<file path="src/rtl/stream_frame_loader.sv">
// stream_frame_loader: assembles an MSB-first serial bit stream into 32-bit
// words and groups them into frames of N words.
// Ports:
//   clk, reset (async, active-low)
//   s_sync / s_valid / s_bit : frame-start strobe, bit qualifier, serial data
//   d_ready                  : downstream accepts d_out
//   clr_flags                : synchronous clear of overflow / sync_err
//   d_out / d_valid          : assembled word and its valid flag
//   frame_last               : d_out is the final word of its frame
//   frame_done               : one-cycle pulse when the final word completes
//   word_cnt                 : words completed in the current frame
//   overflow / sync_err      : sticky error flags
module stream_frame_loader #(
    parameter int unsigned N = 32
) (
    input  logic        clk,
    input  logic        reset,
    input  logic        s_sync,
    input  logic        s_valid,
    input  logic        s_bit,
    input  logic        d_ready,
    input  logic        clr_flags,
    output logic [31:0] d_out,
    output logic        d_valid,
    output logic        frame_last,
    output logic        frame_done,
    output logic [7:0]  word_cnt,
    output logic        overflow,
    output logic        sync_err
);
    localparam int unsigned WORD_W  = 32;
    localparam int unsigned SHIFT_W = WORD_W - 1;
    localparam int unsigned BIT_W   = 5;
    localparam int unsigned CNT_W   = 8;
    localparam logic [CNT_W-1:0] LAST_WORD = CNT_W'(N - 1);

    typedef enum logic {IDLE = 1'b0, RUN = 1'b1} state_t;

    state_t state, state_nxt;

    // Only the partial word is stored; the 32nd bit is taken straight from s_bit.
    logic [SHIFT_W-1:0] shift_q, shift_nxt;
    logic [BIT_W-1:0]   bit_cnt_q, bit_cnt_nxt;
    logic [CNT_W-1:0]   word_cnt_nxt;
    logic [WORD_W-1:0]  d_out_nxt;
    logic               d_valid_nxt, frame_last_nxt, frame_done_nxt;
    logic               overflow_nxt, sync_err_nxt;

    logic               take_bit, word_done, last_word;
    logic [WORD_W-1:0]  word_val;

    // A bit is shifted only while running and not being resynchronised.
    assign take_bit  = (state == RUN) && s_valid && !s_sync;
    assign word_done = take_bit && (bit_cnt_q == BIT_W'(WORD_W - 1));
    assign last_word = word_done && (word_cnt == LAST_WORD);
    assign word_val  = {shift_q, s_bit};

    // State register
    always_ff @(posedge clk or negedge reset) begin
        if (!reset) begin
            state <= IDLE;
        end else begin
            state <= state_nxt;
        end
    end

    // Next-state logic: sync always (re)starts a frame, final word ends it
    always_comb begin
        state_nxt = state;
        if (s_sync) begin
            state_nxt = RUN;
        end else if (last_word) begin
            state_nxt = IDLE;
        end
    end

    // Output / datapath next values
    always_comb begin
        shift_nxt      = shift_q;
        bit_cnt_nxt    = bit_cnt_q;
        word_cnt_nxt   = word_cnt;
        d_out_nxt      = d_out;
        d_valid_nxt    = d_valid;
        frame_last_nxt = frame_last;
        frame_done_nxt = 1'b0;
        overflow_nxt   = overflow & ~clr_flags;
        sync_err_nxt   = sync_err & ~clr_flags;

        if (s_sync) begin
            if ((state == RUN) && ((bit_cnt_q != '0) || (word_cnt != '0))) begin
                sync_err_nxt = 1'b1;
            end
            word_cnt_nxt = '0;
            shift_nxt    = s_valid ? SHIFT_W'(s_bit) : '0;
            bit_cnt_nxt  = s_valid ? BIT_W'(1) : '0;
        end else if (take_bit) begin
            shift_nxt   = word_val[SHIFT_W-1:0];
            bit_cnt_nxt = bit_cnt_q + BIT_W'(1);
            if (word_done) begin
                word_cnt_nxt   = last_word ? '0 : word_cnt + CNT_W'(1);
                frame_done_nxt = last_word;
            end
        end

        // Output register: load, drop on back-pressure, or retire
        if (word_done) begin
            if (!d_valid || d_ready) begin
                d_out_nxt      = word_val;
                d_valid_nxt    = 1'b1;
                frame_last_nxt = last_word;
            end else begin
                overflow_nxt = 1'b1;
            end
        end else if (d_valid && d_ready) begin
            d_valid_nxt = 1'b0;
        end
    end

    // Datapath and output registers
    always_ff @(posedge clk or negedge reset) begin
        if (!reset) begin
            shift_q    <= '0;
            bit_cnt_q  <= '0;
            word_cnt   <= '0;
            d_out      <= '0;
            d_valid    <= 1'b0;
            frame_last <= 1'b0;
            frame_done <= 1'b0;
            overflow   <= 1'b0;
            sync_err   <= 1'b0;
        end else begin
            shift_q    <= shift_nxt;
            bit_cnt_q  <= bit_cnt_nxt;
            word_cnt   <= word_cnt_nxt;
            d_out      <= d_out_nxt;
            d_valid    <= d_valid_nxt;
            frame_last <= frame_last_nxt;
            frame_done <= frame_done_nxt;
            overflow   <= overflow_nxt;
            sync_err   <= sync_err_nxt;
        end
    end

endmodule

</file>
<file path="config.mk">
export PLATFORM = sky130hd
export DESIGN_NAME = stream_frame_loader
export DESIGN_NICKNAME = d
export VERILOG_FILES = /design/src/rtl/stream_frame_loader.sv
export SDC_FILE = /design/constraint.sdc
export NUM_CORES = 1
export LEC_CHECK = 0
export ABC_AREA = 1
export BUFFER_PORTS_ARGS = -buffer_cell sky130_fd_sc_hd__buf_4
export CAP_MARGIN = 20
export CORE_MARGIN = 8
export CORE_UTILIZATION = 45
export CTS_CLUSTER_DIAMETER = 100
export CTS_CLUSTER_SIZE = 30
export DETAILED_ROUTE_END_ITERATION = 16
export GPL_TIMING_DRIVEN = 1
export MAX_ROUTING_LAYER = met4
export PLACE_DENSITY = 0.66
export SKIP_LAST_GASP = 1
export SYNTH_ARGS = -nofsm -noshare
export SYNTH_HDL_FRONTEND = slang
export SYNTH_SLANG_ARGS = --single-unit
</file>
<file path="constraint.sdc">
create_clock -name clk -period 2.1 [get_ports clk]
set_input_delay 0.105 -clock clk [delete_from_list [all_inputs] [get_ports clk]]
set_output_delay 0.105 -clock clk [all_outputs]
set_load 0.02 [all_outputs]
</file>
### After elaboration in Yosys (flattened, before gate mapping)

Index checks and enable logic that the tools add are counted.

| word-level totals | value |
|---|---|
| register bits | 82 |
| input bits | 7 |
| output and inout port bits | 45 |
| word-level logic and storage cells | 59 |

| operators by class | value |
|---|---|
| $add $sub $neg | 2 |
| equality and inequality tests | 3 |
| muxes and demuxes | 22 |
| bitwise operators | 3 |
| reductions and logical operators | 19 |

Operator list:

| cell | count |
|---|---|
| 31-bit 2-to-1 mux | 2 |
| 8-bit 2-to-1 mux | 4 |
| 1-bit 2-to-1 mux | 14 |
| 5-bit 2-to-1 mux | 2 |
| 8-bit by 1-bit adder with 8-bit output (second input constant) | 1 |
| 8-bit by 5-bit == test with 1-bit output (second input constant) | 1 |
| 2-bit nonzero test | 4 |
| 8-bit nonzero test | 1 |
| 1-bit logical AND | 6 |
| 2-bit AND reduction | 3 |
| 5-bit by 1-bit adder with 5-bit output (second input constant) | 1 |
| 5-bit == test (second input constant) | 1 |
| 5-bit nonzero test | 1 |
| 1-bit AND | 2 |
| 1-bit zero test | 2 |
| 1-bit logical OR | 2 |
| 2-bit by 1-bit inequality test with 1-bit output (second input constant) | 1 |
| 1-bit NOT | 1 |

### Logic depth before layout (Yosys ltp)

| depth | value |
|---|---|
| depth after elaboration | 8 |
| gate-level depth with buffers | 11 |
| mapped depth without buffers | 9 |

### Worst setup path before layout

Ideal clock, no wire load.

| path | value |
|---|---|
| path kind | reg2reg |
| start point | register bit_cnt_q[0] |
| end point | register word_cnt[0] |
| library setup time | 0.138 ns |
| data arrival time | 1.489 ns |
| data required time | 1.962 ns |
| path slack | 0.473 ns |
| cell stages (with the launch flop) | 10 |
| buffers on the path | 0 |
| period minus slack after synthesis | 1.627 ns |
| cell sequence | dfrtp_1 > ha_1 > nand2_1 > nor2_1 > ha_1 > inv_1 > o21ai_0 > inv_1 > nand2_1 > o21ai_0 |

| between the ends | value |
|---|---|
| word-level cells in the longest chain between the ends | 7 |
| elaborated cells between the ends (all ways) | 9 |
| those cells by class | 1 x eq/ne; 4 x mux; 4 x reduce/logical |

RTL lines:

| element | line | RTL |
|---|---|---|
| start, declared | 43 | `logic [BIT_W-1:0] bit_cnt_q, bit_cnt_nxt;` |
| start signal, assigned | 133 | `bit_cnt_q <= bit_cnt_nxt;` |
| 5-bit == test (*) | 54 | `assign word_done = take_bit && (bit_cnt_q == BIT_W'(WORD_W - 1));` |
| 1-bit logical AND (*) | 54 |  |
| 1-bit logical AND | 55 | `assign last_word = word_done && (word_cnt == LAST_WORD);` |
| 8-bit 2-to-1 mux | 100 | `word_cnt_nxt = last_word ? '0 : word_cnt + CNT_W'(1);` |
| 8-bit 2-to-1 mux | 99 | `if (word_done) begin` |
| 8-bit 2-to-1 mux | 96 | `end else if (take_bit) begin` |
| 8-bit 2-to-1 mux | 89 | `if (s_sync) begin` |
| end signal, assigned | 134 | `word_cnt <= word_cnt_nxt;` |
| end, declared | 27 | `output logic [7:0] word_cnt,` |

Every way passes the cells marked *; elsewhere a longest branch is shown, timed or not. The select of a mux whose other input is x is not followed.
A chain may end at the register's enable or synchronous reset.

### Worst setup path after layout

| path | value |
|---|---|
| start point | register bit_cnt_q[0] |
| end point | register d_out[12] |

| between the ends | value |
|---|---|
| word-level cells in the longest chain between the ends | 3 |

RTL lines:

| element | line | RTL |
|---|---|---|
| 5-bit == test | 54 |  |
| 1-bit logical AND | 54 |  |
| 2-bit AND reduction (no source line) | - |  |
| end signal, assigned | 135 | `d_out <= d_out_nxt;` |
| end, declared | 23 | `output logic [31:0] d_out,` |

No other way between the ends.

==> summary.md <==
| Metric | Value |
|---|---|
| Status | `finished clean` |
| Die height | `103 um` |
| CTS resizes | `0` |
| Vias post-DR | `2,469` |
| CP startpoint | `bit_cnt_q[0]$_DFFE_PN0P_` |
| Max-slew headroom | `0.554` |
| # rows | `31` |
| Initial antenna violation count | `0` |
| Pre-CTS setup slack | `0.281 ns` |
| Initial core utilization | `0.467` |
| CTS root buffer | `clkbuf_8` |
| CTS Buf Count | `9` |
| Hold crit path type | `input pin to flop` |
| GR Util met2 | `0.206` |
| Grt ovf | `0` |
| Grt met1 use | `0.181` |
| Synth cell types | `25` |
| DP HPWL | `4.56 mm` |
| Layout area overhead | `20.3%` |
| Setup crit end | `d_out[12]$_DFFE_PN0P_` |
| Global Route Usage Sum | `0.141` |
| Final setup violation count | `0` |
| Part of the cycle the worst path needs | `0.874` |
| R2R depth | `10` |
| CP Max Fanout | `54` |
| Worst skew pair latency | `0.35 ns` |
| Reg-to-Reg End | `d_out[12]$_DFFE_PN0P_` |
| YS warnings | `0` |
| R2R setup slack | `0.27 ns` |
| Total I/O pin count | `52` |
| CP startpoint kind | `flop` |
| Synthesized cell area | `0.00341 mm2` |
| Highest-count cells in the layout ignoring fill and taps | `dfrtp_1 (82), nand2_1 (74), buf_4 (56)` |
| Syn_area_per_cell | `9.99 um2` |
| Vias in the first global route | `2,520` |
| WL/cell | `13.2 um` |
| Tot Pwr | `2880 uW` |
| Drt total wl | `6.62 mm` |
| TritonCTS clock tree | `done` |
| DR iter-0 viols | `94` |
| Pwr dens | `702 mW/mm2` |
| Maximum clock path buffer count | `2` |
| M3 GR Usage | `0.0290` |
| Pins Over Slew Limit | `0` |
| N_diodes | `0` |
| Tightest Pin Transition | `0.669 ns` |
| Post-route DRC violation count | `0` |
| Final min period | `1.83 ns` |
| Setup TNS | `0 ns` |
| Number of routed nets with antenna violations | `0` |
| Launching point of the worst reg2reg path | `bit_cnt_q[0]$_DFFE_PN0P_` |
| Gpl congestion | `0.801` |
| Leak | `0.00200 uW` |
| Worst EP required | `2.38 ns` |
| H-Tree Depth | `3` |
| Sequential area share after synthesis | `0.602` |
| Worst setup margin | `0.266 ns` |
| Nets | `409` |
| Clock skew | `0.00732 ns` |
| Post-Syn Instances | `341` |
| F_max | `545 MHz` |
| Width of the die | `103 um` |
| Gr busiest metal | `met2` |
| CP arrival | `2.12 ns` |
| Critical Path End Type | `flop` |
| Largest net degree at the start of global routing | `55` |
| Fill cell count | `682` |
| Via/cell ratio | `4.93` |
| Crit path kind | `flop to flop` |
| Commonest non-fill, non-tap cell in the layout | `dfrtp_1` |
| Die area | `0.0106 mm2` |
| Maximum vdd drop | `411 uV` |
| Max-Cap Viols | `0` |
| Core area | `0.00729 mm2` |
| Fraction of layout cells with a size suffix above 1 | `0.256` |
| Global-route wire length before repair | `11.4 mm` |
| Port buffer count | `51` |
| Yosys reg bits | `82` |
| Syn_nets | `353` |
| Clock transition at path regs | `0.08 ns` |
| Hold Vio Cnt, Final | `0` |
| Clock sinks | `82` |
| RSZ-0062 raised after global routing | `false` |
| Drt first pass iters | `4` |
==> layer usage <==
metal	routed length, um	vias up
met5	0	-
met4	140	0
met3	329	12
met2	2970	53
met1	3190	1184
li1	-	1220
==> state kept, by name (all words and copies together) (netlist names) <==
name        flops
bit_cnt_q       5
d_out          32
d_valid         1
frame_done      1
frame_last      1
overflow        1
shift_q        31
state           1
sync_err        1
word_cnt        8
==> through the flow <==
step / area, um2 / std cells / utilization / hold slack (ns)
finish: 4100 / 501 / 0.562 / 0.0262
global route: 4100 / 501 / 0.562 / 0.0256
CTS: 4100 / 501 / 0.562 / 0.0158
detailed placement: 3880 / 483 / 0.532 / 0.189
global placement: 3880 / 483 / 0.532 / 0.182
floorplan: 3410 / 341 / - / -0.191
==> where the power goes <==
part | internal (uW) | switching, uW | leakage [uW]
Combinational | 41.5 | 91.7 | 0.000761
Clock | 584 | 564 | 0.000103
Sequential | 1590 | 8.47 | 0.00113
Total | 2220 | 664 | 0.00200
==> final cells by class <==
type                            count  area (um2)  area share
Inverter                           51         195      0.0476
Clock buffer                       10         138      0.0336
Multi-Input combinational cell    193        1050       0.255
Sequential cell                    82        2050       0.500
Tap cell                           99         124      0.0302
Timing Repair Buffer               60         480       0.117
Clock inverter                      6        65.1      0.0159
==> cells by family after synthesis <==
family	share of synthesized area
AO/OA/AOI/OAI	0.155
XOR/XNOR	0.00257
adder cells (fa/ha/maj)	0.0184
buffers and inverters	0.0907
flip-flops	0.602
AND/OR/NAND/NOR	0.132
==> worst min path at each step <==
stage                from                       end  cells past startpoint  slack, ns
floorplan           reset  bit_cnt_q[0]$_DFFE_PN0P_                      0      -0.19
global placement    reset     d_out[14]$_DFFE_PN0P_                      1       0.18
detailed placement  reset     d_out[14]$_DFFE_PN0P_                      1       0.19
CTS                 s_bit      d_out[0]$_DFFE_PN0P_                      3       0.02
global route        s_bit      d_out[0]$_DFFE_PN0P_                      3       0.03
finish              s_bit      d_out[0]$_DFFE_PN0P_                      3       0.03
==> critical path, stage by stage, from the launching register on <==
cell and delay [ns]:
dfrtp_1 0.40, ha_1 0.23, nand2_1 0.07, nor2_1 0.04
ha_1 0.21, nand3_4 0.12, clkinv_2 0.11, nand2_2 0.10
buf_12 0.26, nand2_1 0.12, o21ai_2 0.07
==> synth_stat cells (all sizes together) <==
master  count  area share
a21oi       3      0.0044
nand3      14       0.024
o22ai      30       0.055
inv        50       0.056
nand2      76       0.085
clkbuf      2      0.0026
xnor2       1      0.0026
o21ai      46       0.093
nor2       11       0.012
ha          5       0.018
dfrtp      82        0.60
a21o        1      0.0022
nor3        2      0.0029
buf        13       0.031
or2         1      0.0018
nand4       3      0.0055
clkinv      1      0.0015
==> repair_timing <==
action / in CTS / in global routing
setup buffers: 0 / 0
hold buffers: 2 / 0
endpoints found under the hold margin: 53 / 0
Note: power is estimated with default switching activity, not from simulation.
